--- src/rtl/vga_sync_gen.sv ---
// VGA raster timing generator: pixel coordinates, sync/blank strobes with a
// programmable DAC alignment delay, frame-start pulse and frame counter.
module vga_sync_gen #(
  parameter int unsigned H_ACTIVE   = 640,
  parameter int unsigned H_FRONT    = 16,
  parameter int unsigned H_SYNC     = 96,
  parameter int unsigned H_BACK     = 48,
  parameter int unsigned V_ACTIVE   = 480,
  parameter int unsigned V_FRONT    = 10,
  parameter int unsigned V_SYNC     = 2,
  parameter int unsigned V_BACK     = 33,
  parameter int unsigned PIPE_DELAY = 2
) (
  input  logic       iVGA_CLK,
  input  logic       iRST_n,
  output logic [9:0] oVGA_X,
  output logic [9:0] oVGA_Y,
  output logic       oActive,
  output logic       oVGA_HS,
  output logic       oVGA_VS,
  output logic       oVGA_BLANK_n,
  output logic       oFrame_Start,
  output logic [7:0] oFrame_Cnt
);

  localparam int unsigned H_TOTAL = H_ACTIVE + H_FRONT + H_SYNC + H_BACK;
  localparam int unsigned V_TOTAL = V_ACTIVE + V_FRONT + V_SYNC + V_BACK;

  localparam logic [9:0] HAct       = 10'(H_ACTIVE);
  localparam logic [9:0] HSyncStart = 10'(H_ACTIVE + H_FRONT);
  localparam logic [9:0] HSyncEnd   = 10'(H_ACTIVE + H_FRONT + H_SYNC);
  localparam logic [9:0] HLast      = 10'(H_TOTAL - 1);
  localparam logic [9:0] VAct       = 10'(V_ACTIVE);
  localparam logic [9:0] VSyncStart = 10'(V_ACTIVE + V_FRONT);
  localparam logic [9:0] VSyncEnd   = 10'(V_ACTIVE + V_FRONT + V_SYNC);
  localparam logic [9:0] VLast      = 10'(V_TOTAL - 1);

  logic [9:0] h_cnt_q, h_cnt_d;
  logic [9:0] v_cnt_q, v_cnt_d;
  logic       h_last, v_last;
  logic       active, hs_raw, vs_raw, frame_start;

  logic [9:0] x_q, y_q;
  logic       active_q, frame_start_q;
  logic [7:0] frame_cnt_q;
  logic       hs_q, vs_q, blank_n_q;

  always_comb begin
    h_last      = (h_cnt_q == HLast);
    v_last      = (v_cnt_q == VLast);
    h_cnt_d     = h_last ? 10'd0 : h_cnt_q + 10'd1;
    v_cnt_d     = v_cnt_q;
    if (h_last) begin
      v_cnt_d = v_last ? 10'd0 : v_cnt_q + 10'd1;
    end
    active      = (h_cnt_q < HAct) && (v_cnt_q < VAct);
    hs_raw      = !((h_cnt_q >= HSyncStart) && (h_cnt_q < HSyncEnd));
    vs_raw      = !((v_cnt_q >= VSyncStart) && (v_cnt_q < VSyncEnd));
    frame_start = (h_cnt_q == 10'd0) && (v_cnt_q == 10'd0);
  end

  always_ff @(posedge iVGA_CLK) begin
    if (!iRST_n) begin
      h_cnt_q <= 10'd0;
      v_cnt_q <= 10'd0;
    end else begin
      h_cnt_q <= h_cnt_d;
      v_cnt_q <= v_cnt_d;
    end
  end

  // Stage 1: registered decode of the current counter position.
  always_ff @(posedge iVGA_CLK) begin
    if (!iRST_n) begin
      x_q           <= 10'd0;
      y_q           <= 10'd0;
      active_q      <= 1'b0;
      frame_start_q <= 1'b0;
      frame_cnt_q   <= 8'd0;
      hs_q          <= 1'b1;
      vs_q          <= 1'b1;
      blank_n_q     <= 1'b0;
    end else begin
      x_q           <= active ? h_cnt_q : 10'd0;
      y_q           <= active ? v_cnt_q : 10'd0;
      active_q      <= active;
      frame_start_q <= frame_start;
      frame_cnt_q   <= frame_start ? frame_cnt_q + 8'd1 : frame_cnt_q;
      hs_q          <= hs_raw;
      vs_q          <= vs_raw;
      blank_n_q     <= active;
    end
  end

  assign oVGA_X       = x_q;
  assign oVGA_Y       = y_q;
  assign oActive      = active_q;
  assign oFrame_Start = frame_start_q;
  assign oFrame_Cnt   = frame_cnt_q;

  // DAC strobes get PIPE_DELAY extra cycles to match the renderers' RGB registers.
  if (PIPE_DELAY == 0) begin : g_no_delay
    assign oVGA_HS      = hs_q;
    assign oVGA_VS      = vs_q;
    assign oVGA_BLANK_n = blank_n_q;
  end else begin : g_delay
    localparam int unsigned PipeW = PIPE_DELAY;

    logic [PipeW-1:0] hs_pipe_q, vs_pipe_q, blank_pipe_q;

    // Bit 0 holds the newest sample; reset flushes every stage to idle.
    always_ff @(posedge iVGA_CLK) begin
      if (!iRST_n) begin
        hs_pipe_q    <= '1;
        vs_pipe_q    <= '1;
        blank_pipe_q <= '0;
      end else begin
        hs_pipe_q    <= PipeW'({hs_pipe_q, hs_q});
        vs_pipe_q    <= PipeW'({vs_pipe_q, vs_q});
        blank_pipe_q <= PipeW'({blank_pipe_q, blank_n_q});
      end
    end

    assign oVGA_HS      = hs_pipe_q[PipeW-1];
    assign oVGA_VS      = vs_pipe_q[PipeW-1];
    assign oVGA_BLANK_n = blank_pipe_q[PipeW-1];
  end

endmodule

--- config.mk ---
export PLATFORM = sky130hd
export DESIGN_NAME = vga_sync_gen
export DESIGN_NICKNAME = d
export VERILOG_FILES = /design/src/rtl/vga_sync_gen.sv
export SDC_FILE = /design/constraint.sdc
export NUM_CORES = 1
export LEC_CHECK = 0
export ABC_AREA = 1
export CAP_MARGIN = 20
export CORE_UTILIZATION = 30
export DETAILED_ROUTE_END_ITERATION = 16
export SYNTH_ARGS = -nofsm -noshare
export SYNTH_HDL_FRONTEND = slang
export SYNTH_SLANG_ARGS = --single-unit
--- constraint.sdc ---
create_clock -name iVGA_CLK -period 2.7 [get_ports iVGA_CLK]
set_input_delay 0.54 -clock iVGA_CLK [delete_from_list [all_inputs] [get_ports iVGA_CLK]]
set_output_delay 0.54 -clock iVGA_CLK [all_outputs]
set_load 0.02 [all_outputs]
==> results of run 1 <==
-- cells in the mapped netlist, types with 2 or more instances --
| cell | count |
|---|---|
| a21oi_1 | 12 |
| buf_2 | 3 |
| clkbuf_1 | 2 |
| dfxtp_1 | 58 |
| ha_1 | 5 |
| inv_1 | 46 |
| inv_2 | 2 |
| nand2_1 | 73 |
| nand2_2 | 2 |
| nand3_1 | 20 |
| nand3_4 | 2 |
| nand4_1 | 7 |
| nor2_1 | 68 |
| nor2_2 | 5 |
| nor2_4 | 2 |
| nor3_1 | 7 |
| o21ai_0 | 6 |
| o21ai_1 | 2 |
| or2_2 | 4 |
| xor2_1 | 3 |
-- how the worst max path moves through the flow --
stage | start | to | slack [ns] | cells past startpoint
2_1_floorplan | v_cnt_q[1] | oFrame_Cnt[7] | 1.37 | 9
6_report | oFrame_Cnt[2] | oFrame_Cnt[2] | 0.74 | 1
5_1_grt | oFrame_Cnt[2] | oFrame_Cnt[2] | 0.66 | 1
3_3_place_gp | iRST_n | vs_q | 0.59 | 4
3_5_place_dp | iRST_n | vs_q | 0.57 | 4
4_1_cts | oFrame_Cnt[2] | oFrame_Cnt[2] | 0.72 | 1
-- where the power goes --
| part | leakage, µW | switching [µW] | total (µW) | internal (µW) |
|---|---|---|---|---|
| sequential | 0.000470 | 12.7 | 885 | 872 |
| clock | 0.0000990 | 357 | 780 | 423 |
| combinational | 0.000710 | 68.1 | 113 | 44.5 |
| total | 0.00128 | 438 | 1780 | 1340 |
-- placed cells by master, fill, tap and decap left out, drive strengths merged, types with 2 or more instances in the layout --
| cell type | n |
|---|---|
| a21oi | 12 |
| buf | 2 |
| clkbuf | 9 |
| clkdlybuf4s50 | 34 |
| clkinv | 6 |
| dfxtp | 58 |
| ha | 5 |
| inv | 48 |
| nand2 | 75 |
| nand3 | 22 |
| nand4 | 7 |
| nor2 | 75 |
| nor3 | 8 |
| o21ai | 8 |
| or2 | 4 |
| xor2 | 3 |
-- metrics by stage --
stage,utilization,setup WS (ns)
after floorplan,-,1.365
after global placement,0.3718,0.5885
after detailed placement,0.3718,0.5715
after CTS,0.3965,0.7212
after global routing,0.3965,0.6627
final,0.3965,0.7388
-- metal layers --
metal | up-vias | GRT usage | routed length, µm
met5 | - | 0 | 0
met4 | 0 | 0.09231 | 148
met3 | 11 | 0.04023 | 244
met2 | 50 | 0.2206 | 2486
met1 | 992 | 0.1662 | 2413
li1 | 1138 | - | -
-- worst reg2reg max path, stage by stage (launching register included) --
cell and delay, ns:
dfxtp_1 0.36, inv_1 0.12, ha_1 0.24, nand3_1 0.11, nor2_1 0.22, nand2_1 0.10
nor2_2 0.19, nand3_1 0.10, nand2_1 0.07, nor2_1 0.05
-- sequential cells by signal (all words and copies together) (netlist names), 2 cells and up --
| name | count |
|---|---|
| g_delay.blank_pipe_q | 2 |
| g_delay.hs_pipe_q | 2 |
| g_delay.vs_pipe_q | 2 |
| h_cnt_q | 10 |
| oFrame_Cnt | 8 |
| oVGA_X | 10 |
| oVGA_Y | 10 |
| v_cnt_q | 10 |
-- logic make-up (layout without fill, tap and decap cells) --
group | count (synthesis) | in the layout | synth area share
flops | 58 | 58 | 0.4689
simple gates | 193 | 193 | 0.3487
fa+ha+maj | 5 | 5 | 0.02527
buf+inv | 56 | 101 | 0.09146
compound gates | 23 | 23 | 0.05003
other cells | 1 | 1 | 0.001514
xor+xnor | 4 | 4 | 0.01415
-- cell type report --
type	count	area, µm²	area share
sequential	58	1161	0.3731
clock buffer	9	123.9	0.03981
timing repair buffer	36	355.3	0.1142
tap	102	127.6	0.04101
multi-input combinational	226	1089	0.3498
clock inverter	7	70.07	0.02252
inverter	49	185.2	0.05951
==> results.cfg, run 1 <==
[critical_path]
critical-path-top-delay-family = buffers and inverters
r2r_slack_ns = 1.07
critPathSlowestCell = clkdlybuf4s50_1
timing.rr.end = oFrame_Cnt[7]
cp_num_buf_inv = 1
worstSetupPathType = reg -> out
reg2regPathDepth = 9
slowest_delay_ns = 0.65
crit_required_ns = 2.16
critPathMaxFanout = 5
crit_arrival_ns = 1.42
crit_chain = clkdlybuf4s50_1
startpoint_type = flip-flop
end_kind = primary output
reg2reg_from = v_cnt_q[1]

[global_routing]
grt_max_degree = 14
antenna_found_initial = 0
grt.overflow.total = 0
first_global_vias = 2036
grt_pass1_wl_um = 9142
track_usage = 0.1405

[route]
via_per_inst = 4.499
firstDrtPassIters = 4
drcViolationCount = 0
wirelength_um = 5294
via_count = 2191
drtAntennaViolNets = 0
drtIter0Drc = 116
routedWlPerCell_um = 10.87

[logic_synthesis]
synth_top_area_frac = 0.4689
synth_area_per_cell_um2 = 7.283
syn_area_um2 = 2476
synth_edf_count = 0
ys.flop_type = dfxtp_1
ys_top_cells_by_area = dfxtp_1 (47%), nand2_1 (11%), nor2_1 (10%), inv_1 (7.0%), nand3_1 (4.0%)
synth_cell_types = 31
ys_ff_latch = 58
yosysWarnings = 0
syn_nets = 347
synthCells = 340
yosys.area.top_type = dfxtp_1
synth-seq-area-share = 0.4689
ys_async_sr_fraction = 0

[pwr]
power.density_nw_per_um2 = 571.1
p_total_uw = 1777
peakVddDrop_uv = 237.1
p_leak_uw = 0.001279

[clock_network]
cts_resized = 0
cts_tree = built
clk_path_buf_depth = 2
clk_latency_ns = 0.34
h-tree-depth = 3
clockRootBuffer = clkbuf_8
cts_num_sinks = 58
postCtsSetupBuffers = 0
cts_hold_buf = 0
cts_made_buffers = 9
path_clk_slew_ns = 0.07

[layout]
synthToLayoutAreaGrowth_pct = 25.67
num-fill-cells = 835
drive_above_1_share = 0.09870
finish.instance_area_um2 = 3112
diodes = 0
instances_no_fill = 487
nNetsFinal = 387

[timing]
setup_tns_ns = 0
finalClockSkew_ns = 0.007457
finalHoldViolCount = 0
period_share = 0.7264
setup_viol = 0
fmax_mhz = 509.9
drv_slew = 0
holdWs_ns = 0.4136
period_minus_slack_ns = 1.961
rsz0062_at_grt = no

[floorplan]
die_x_um = 92.85
row_count = 32
die_h_um = 92.85
start_util = 0.3155
io_pins = 35
core_area_um2 = 7848
die_area_um2 = 8621

[placed_design]
io_buffer_count = 34
hpwlAfterDp_um = 3837
placed_cell_area_um2 = 2918
dp_cells = 471
gp_congestion = 0.8642

[hold_path]
hp-class = reg -> reg
hold_depth = 1
hp-start = g_delay.hs_pipe_q[0]
min_to = g_delay.hs_pipe_q[1]

[status]
outcome = finished clean

[flow_run]
maxCapViolations = 0
Note: power is estimated with default switching activity, not from simulation.
==> inputs of run 2 (changes only) <==
==> constraint.sdc (replaced) <==
create_clock -name iVGA_CLK -period 2 [get_ports iVGA_CLK]
set_input_delay 0.4 -clock iVGA_CLK [delete_from_list [all_inputs] [get_ports iVGA_CLK]]
set_output_delay 0.4 -clock iVGA_CLK [all_outputs]
set_load 0.02 [all_outputs]
==> run 2 against run 1 <==
Net effect:
- sequential share of layout area barely moved
- count of clock-buffer cells in the layout is 1 higher
- non-clock buffer count up 1
- global-route usage decreased by 0.064 points
- wire length is 1.4% higher
- combinational power is 36% higher
- critical path depth is the same
- clock power is 32% higher
- die area is the same
- worst hold slack worse by 0.0010 ns
==> results.cfg, run 2 (same netlist as run 1, synthesis figures left out) <==
[clock_network]
h-tree-depth = 3
clockRootBuffer = clkbuf_8
cts_hold_buf = 0
clk_latency_ns = 0.34
cts_num_sinks = 58
cts_made_buffers = 9
cts_resized = 0
postCtsSetupBuffers = 0
cts_tree = built
path_clk_slew_ns = 0.07
clk_path_buf_depth = 2

[critical_path]
critPathMaxFanout = 5
startpoint_type = flip-flop
crit_arrival_ns = 1.40
crit_required_ns = 1.60
slowest_delay_ns = 0.64
critical-path-top-delay-family = buffers and inverters
critPathSlowestCell = clkdlybuf4s50_1
crit_chain = clkdlybuf4s50_1
end_kind = primary output
worstSetupPathType = reg -> out
cp_num_buf_inv = 1

[timing]
period_minus_slack_ns = 1.796
drv_slew = 0
finalHoldViolCount = 0
fmax_mhz = 556.7
setup_tns_ns = 0
period_share = 0.8982
setup_ws_ns = 0.2037
finalClockSkew_ns = 0.005853
rsz0062_at_grt = no
setup_viol = 0

[route]
drtAntennaViolNets = 0
drtIter0Drc = 112
via_per_inst = 4.412
firstDrtPassIters = 4
wirelength_um = 5370
routedWlPerCell_um = 11.00
drcViolationCount = 0
via_count = 2153

[global_routing]
first_global_vias = 2094
grt_max_degree = 14
track_usage = 0.1399
grt_pass1_wl_um = 9397
antenna_found_initial = 0
grt.overflow.total = 0

[status]
outcome = finished clean

[layout]
num-fill-cells = 825
layout_common_cells = nand2_1 (73), nor2_1 (68), dfxtp_1 (58)
drive_above_1_share = 0.09845
diodes = 0
layout_commonest_cell = nand2_1
synthToLayoutAreaGrowth_pct = 25.62
nNetsFinal = 388

[placed_design]
hpwlAfterDp_um = 3923
pre_cts_slack_ns = 0.2328
gp_congestion = 0.8792
io_buffer_count = 34

[pwr]
peakVddDrop_uv = 359.3
p_total_uw = 2376
p_leak_uw = 0.001281
power.density_nw_per_um2 = 763.8

[floorplan]
die_h_um = 92.85
io_pins = 35
core_area_um2 = 7848
die_x_um = 92.85
start_util = 0.3155
die_area_um2 = 8621
row_count = 32

[flow_run]
maxCapViolations = 0

[hold_path]
hp-class = reg -> reg
-- run 2: cell types whose count changed in the layout (fill, tap and decap cells not counted) --
cell,delta
clkinv_2,+1
clkinv_4,-2
buf_4,+1
clkbuf_1,+1
-- run 2: path summary, 6_finish.rpt --
check,from,endpoint,slack [ns],cells after the start
setup reg to reg,v_cnt_q[1],oFrame_Cnt[7],0.38,9
hold reg to reg,g_delay.vs_pipe_q[0],g_delay.vs_pipe_q[1],0.41,1
setup / recovery,oFrame_Cnt[2],oFrame_Cnt[2],0.20,1
hold / removal,g_delay.vs_pipe_q[0],g_delay.vs_pipe_q[1],0.41,1
-- run 2: power breakdown --
group          leakage [µW]  total, µW  switching (µW)  internal (µW)
clock             0.0000958       1030             462            566
combinational      0.000714        154            92.3           61.4
sequential         0.000470       1190            17.0           1180
total               0.00128       2380             571           1800
-- run 2: per-layer routing --
layer | up-vias | wire, µm | part of all wire | track usage
met5 | - | 0 | 0 | 0
met4 | 0 | 81 | 0.015 | 0.06026
met3 | 5 | 232 | 0.043 | 0.04598
met2 | 31 | 2557 | 0.48 | 0.2261
met1 | 985 | 2498 | 0.47 | 0.1688
li1 | 1132 | - | - | -
-- run 2: cell type report --
type                       instances  area (µm²)  area share
clock buffer                      10       127.6     0.04103
clock inverter                     6       57.56     0.01850
multi-input combinational        226        1089      0.3500
inverter                          49       185.2     0.05953
tap                              102       127.6     0.04103
timing repair buffer              37       362.8      0.1167
sequential                        58        1161      0.3733
-- run 2: stage by stage --
stage | utilization | cells | hold slack [ns] | area (µm²)
floorplan | - | 340 | 0.3905 | 2476
global placement | 0.3728 | 472 | 0.3953 | 2925
detailed placement | 0.3728 | 472 | 0.3976 | 2925
CTS | 0.3964 | 488 | 0.4139 | 3110
global route | 0.3964 | 488 | 0.4365 | 3110
finish | 0.3964 | 488 | 0.4125 | 3110
==> inputs of run 3 (changes only) <==
--- a/config.mk
+++ b/config.mk
@@ -7,8 +7,9 @@
 export LEC_CHECK = 0
 export ABC_AREA = 1
 export CAP_MARGIN = 20
-export CORE_UTILIZATION = 30
+export CORE_UTILIZATION = 45
 export DETAILED_ROUTE_END_ITERATION = 16
+export PLACE_DENSITY = 0.68
 export SYNTH_ARGS = -nofsm -noshare
 export SYNTH_HDL_FRONTEND = slang
 export SYNTH_SLANG_ARGS = --single-unit
==> run 3 against run 2 <==
Net effect:
- worst hold slack improved by 0.0029 ns
- via count increased by 0.14%
- core utilization increased by 20 points
- critical path type unchanged
- clock power increased by 6%
- worst setup slack got worse by 0.00073 ns
==> results.cfg, run 3 (same netlist as run 1, synthesis figures left out) <==
[pwr]
p_leak_uw = 0.001290
power.density_nw_per_um2 = 791.2
p_total_uw = 2444
peakVddDrop_uv = 573.6

[route]
firstDrtPassIters = 4
via_per_inst = 4.728
drtIter0Drc = 134
wirelength_um = 5161
drtAntennaViolNets = 0
drcViolationCount = 0
via_count = 2156
routedWlPerCell_um = 11.32

[global_routing]
grt_pass1_wl_um = 9114
first_global_vias = 2089
track_usage = 0.1992
grt_max_degree = 14
grt.overflow.total = 0
antenna_found_initial = 0

[critical_path]
crit_chain = clkdlybuf4s50_1
cp_num_buf_inv = 1
crit_required_ns = 1.60
critPathSlowestCell = clkdlybuf4s50_1
critical-path-top-delay-family = buffers and inverters
reg2reg_from = h_cnt_q[0]
critPathMaxFanout = 6
end_kind = primary output
worstSetupPathType = reg -> out
startpoint_type = flip-flop
reg2regPathDepth = 8
slowest_delay_ns = 0.64
timing.rr.end = v_cnt_q[3]
crit_arrival_ns = 1.40
r2r_slack_ns = 0.35
path_depth = 1

[floorplan]
start_util = 0.4757
die_x_um = 76.18
die_h_um = 76.18
io_pins = 35
die_area_um2 = 5803
core_area_um2 = 5205
row_count = 26

[layout]
diodes = 0
finish.instance_area_um2 = 3089
num-fill-cells = 488
layout_common_cells = nand2_1 (73), nor2_1 (68), dfxtp_1 (58)
seqCellArea_um2 = 1161
nNetsFinal = 388
synthToLayoutAreaGrowth_pct = 24.76
multiInputGateArea_um2 = 1089
layout_commonest_cell = nand2_1
drive_above_1_share = 0.1010

[clock_network]
cts_num_sinks = 58
cts_resized = 0
cts_hold_buf = 0
clk_path_buf_depth = 2
clockRootBuffer = clkbuf_8
path_clk_slew_ns = 0.06
cts_tree = built
clk_latency_ns = 0.34
postCtsSetupBuffers = 0
h-tree-depth = 3
cts_made_buffers = 9

[hold_path]
hp-class = reg -> reg
min_to = g_delay.hs_pipe_q[1]
hp-start = g_delay.hs_pipe_q[0]
hold_depth = 1

[timing]
setup_tns_ns = 0
holdWs_ns = 0.4154
setup_ws_ns = 0.2029
finalClockSkew_ns = 0.005234
period_minus_slack_ns = 1.797
rsz0062_at_grt = no
setup_viol = 0
drv_slew = 0
fmax_mhz = 556.5
period_share = 0.8985
finalHoldViolCount = 0

[placed_design]
io_buffer_count = 34
hpwlAfterDp_um = 3762
placed_cell_area_um2 = 2885
pre_cts_slack_ns = 0.2486
gp_congestion = 0.8937

[flow_run]
maxCapViolations = 0

[status]
outcome = finished clean
==> run 3: layout make-up <==
| class | instances | area share |
|---|---|---|
| flip-flops and latches | 58 | 0.3759 |
| clock inverters | 5 | 0.01701 |
| clock buffers | 11 | 0.04901 |
| well taps | 70 | 0.02835 |
| multi-input cells | 226 | 0.3524 |
| repair buffers | 37 | 0.1175 |
| inverters | 49 | 0.05994 |
==> run 3: per-layer routing <==
metal / global-route usage / wire (µm) / up-vias
met1: 0.2343 / 2302 / 950
met5: 0 / 0 / -
met4: 0.08846 / 120 / 0
li1: - / - / 1136
met2: 0.3355 / 2455 / 56
met3: 0.05868 / 282 / 14
==> run 3: how the worst max path moves through the flow <==
| stage | from | end | slack [ns] |
|---|---|---|---|
| 2_1_floorplan | v_cnt_q[1] | oFrame_Cnt[7] | 0.67 |
| 3_3_place_gp | iRST_n | vs_q | 0.30 |
| 3_5_place_dp | iRST_n | vs_q | 0.25 |
| 4_1_cts | oFrame_Cnt[2] | oFrame_Cnt[2] | 0.20 |
| 5_1_grt | v_cnt_q[0] | oFrame_Cnt[5] | 0.15 |
| 6_report | oFrame_Cnt[5] | oFrame_Cnt[5] | 0.20 |
==> run 3: through the flow <==
stage / util / cells
floorplan: - / 340
global placement: 0.5543 / 440
detailed placement: 0.5543 / 440
CTS: 0.5935 / 456
global route: 0.5935 / 456
finish: 0.5935 / 456
==> run 3: power by group <==
part           leakage, µW  total, µW  switching (µW)  internal, µW
sequential        0.000470       1200            17.7          1180
combinational     0.000714        155            92.9          61.7
clock             0.000105       1090             459           635
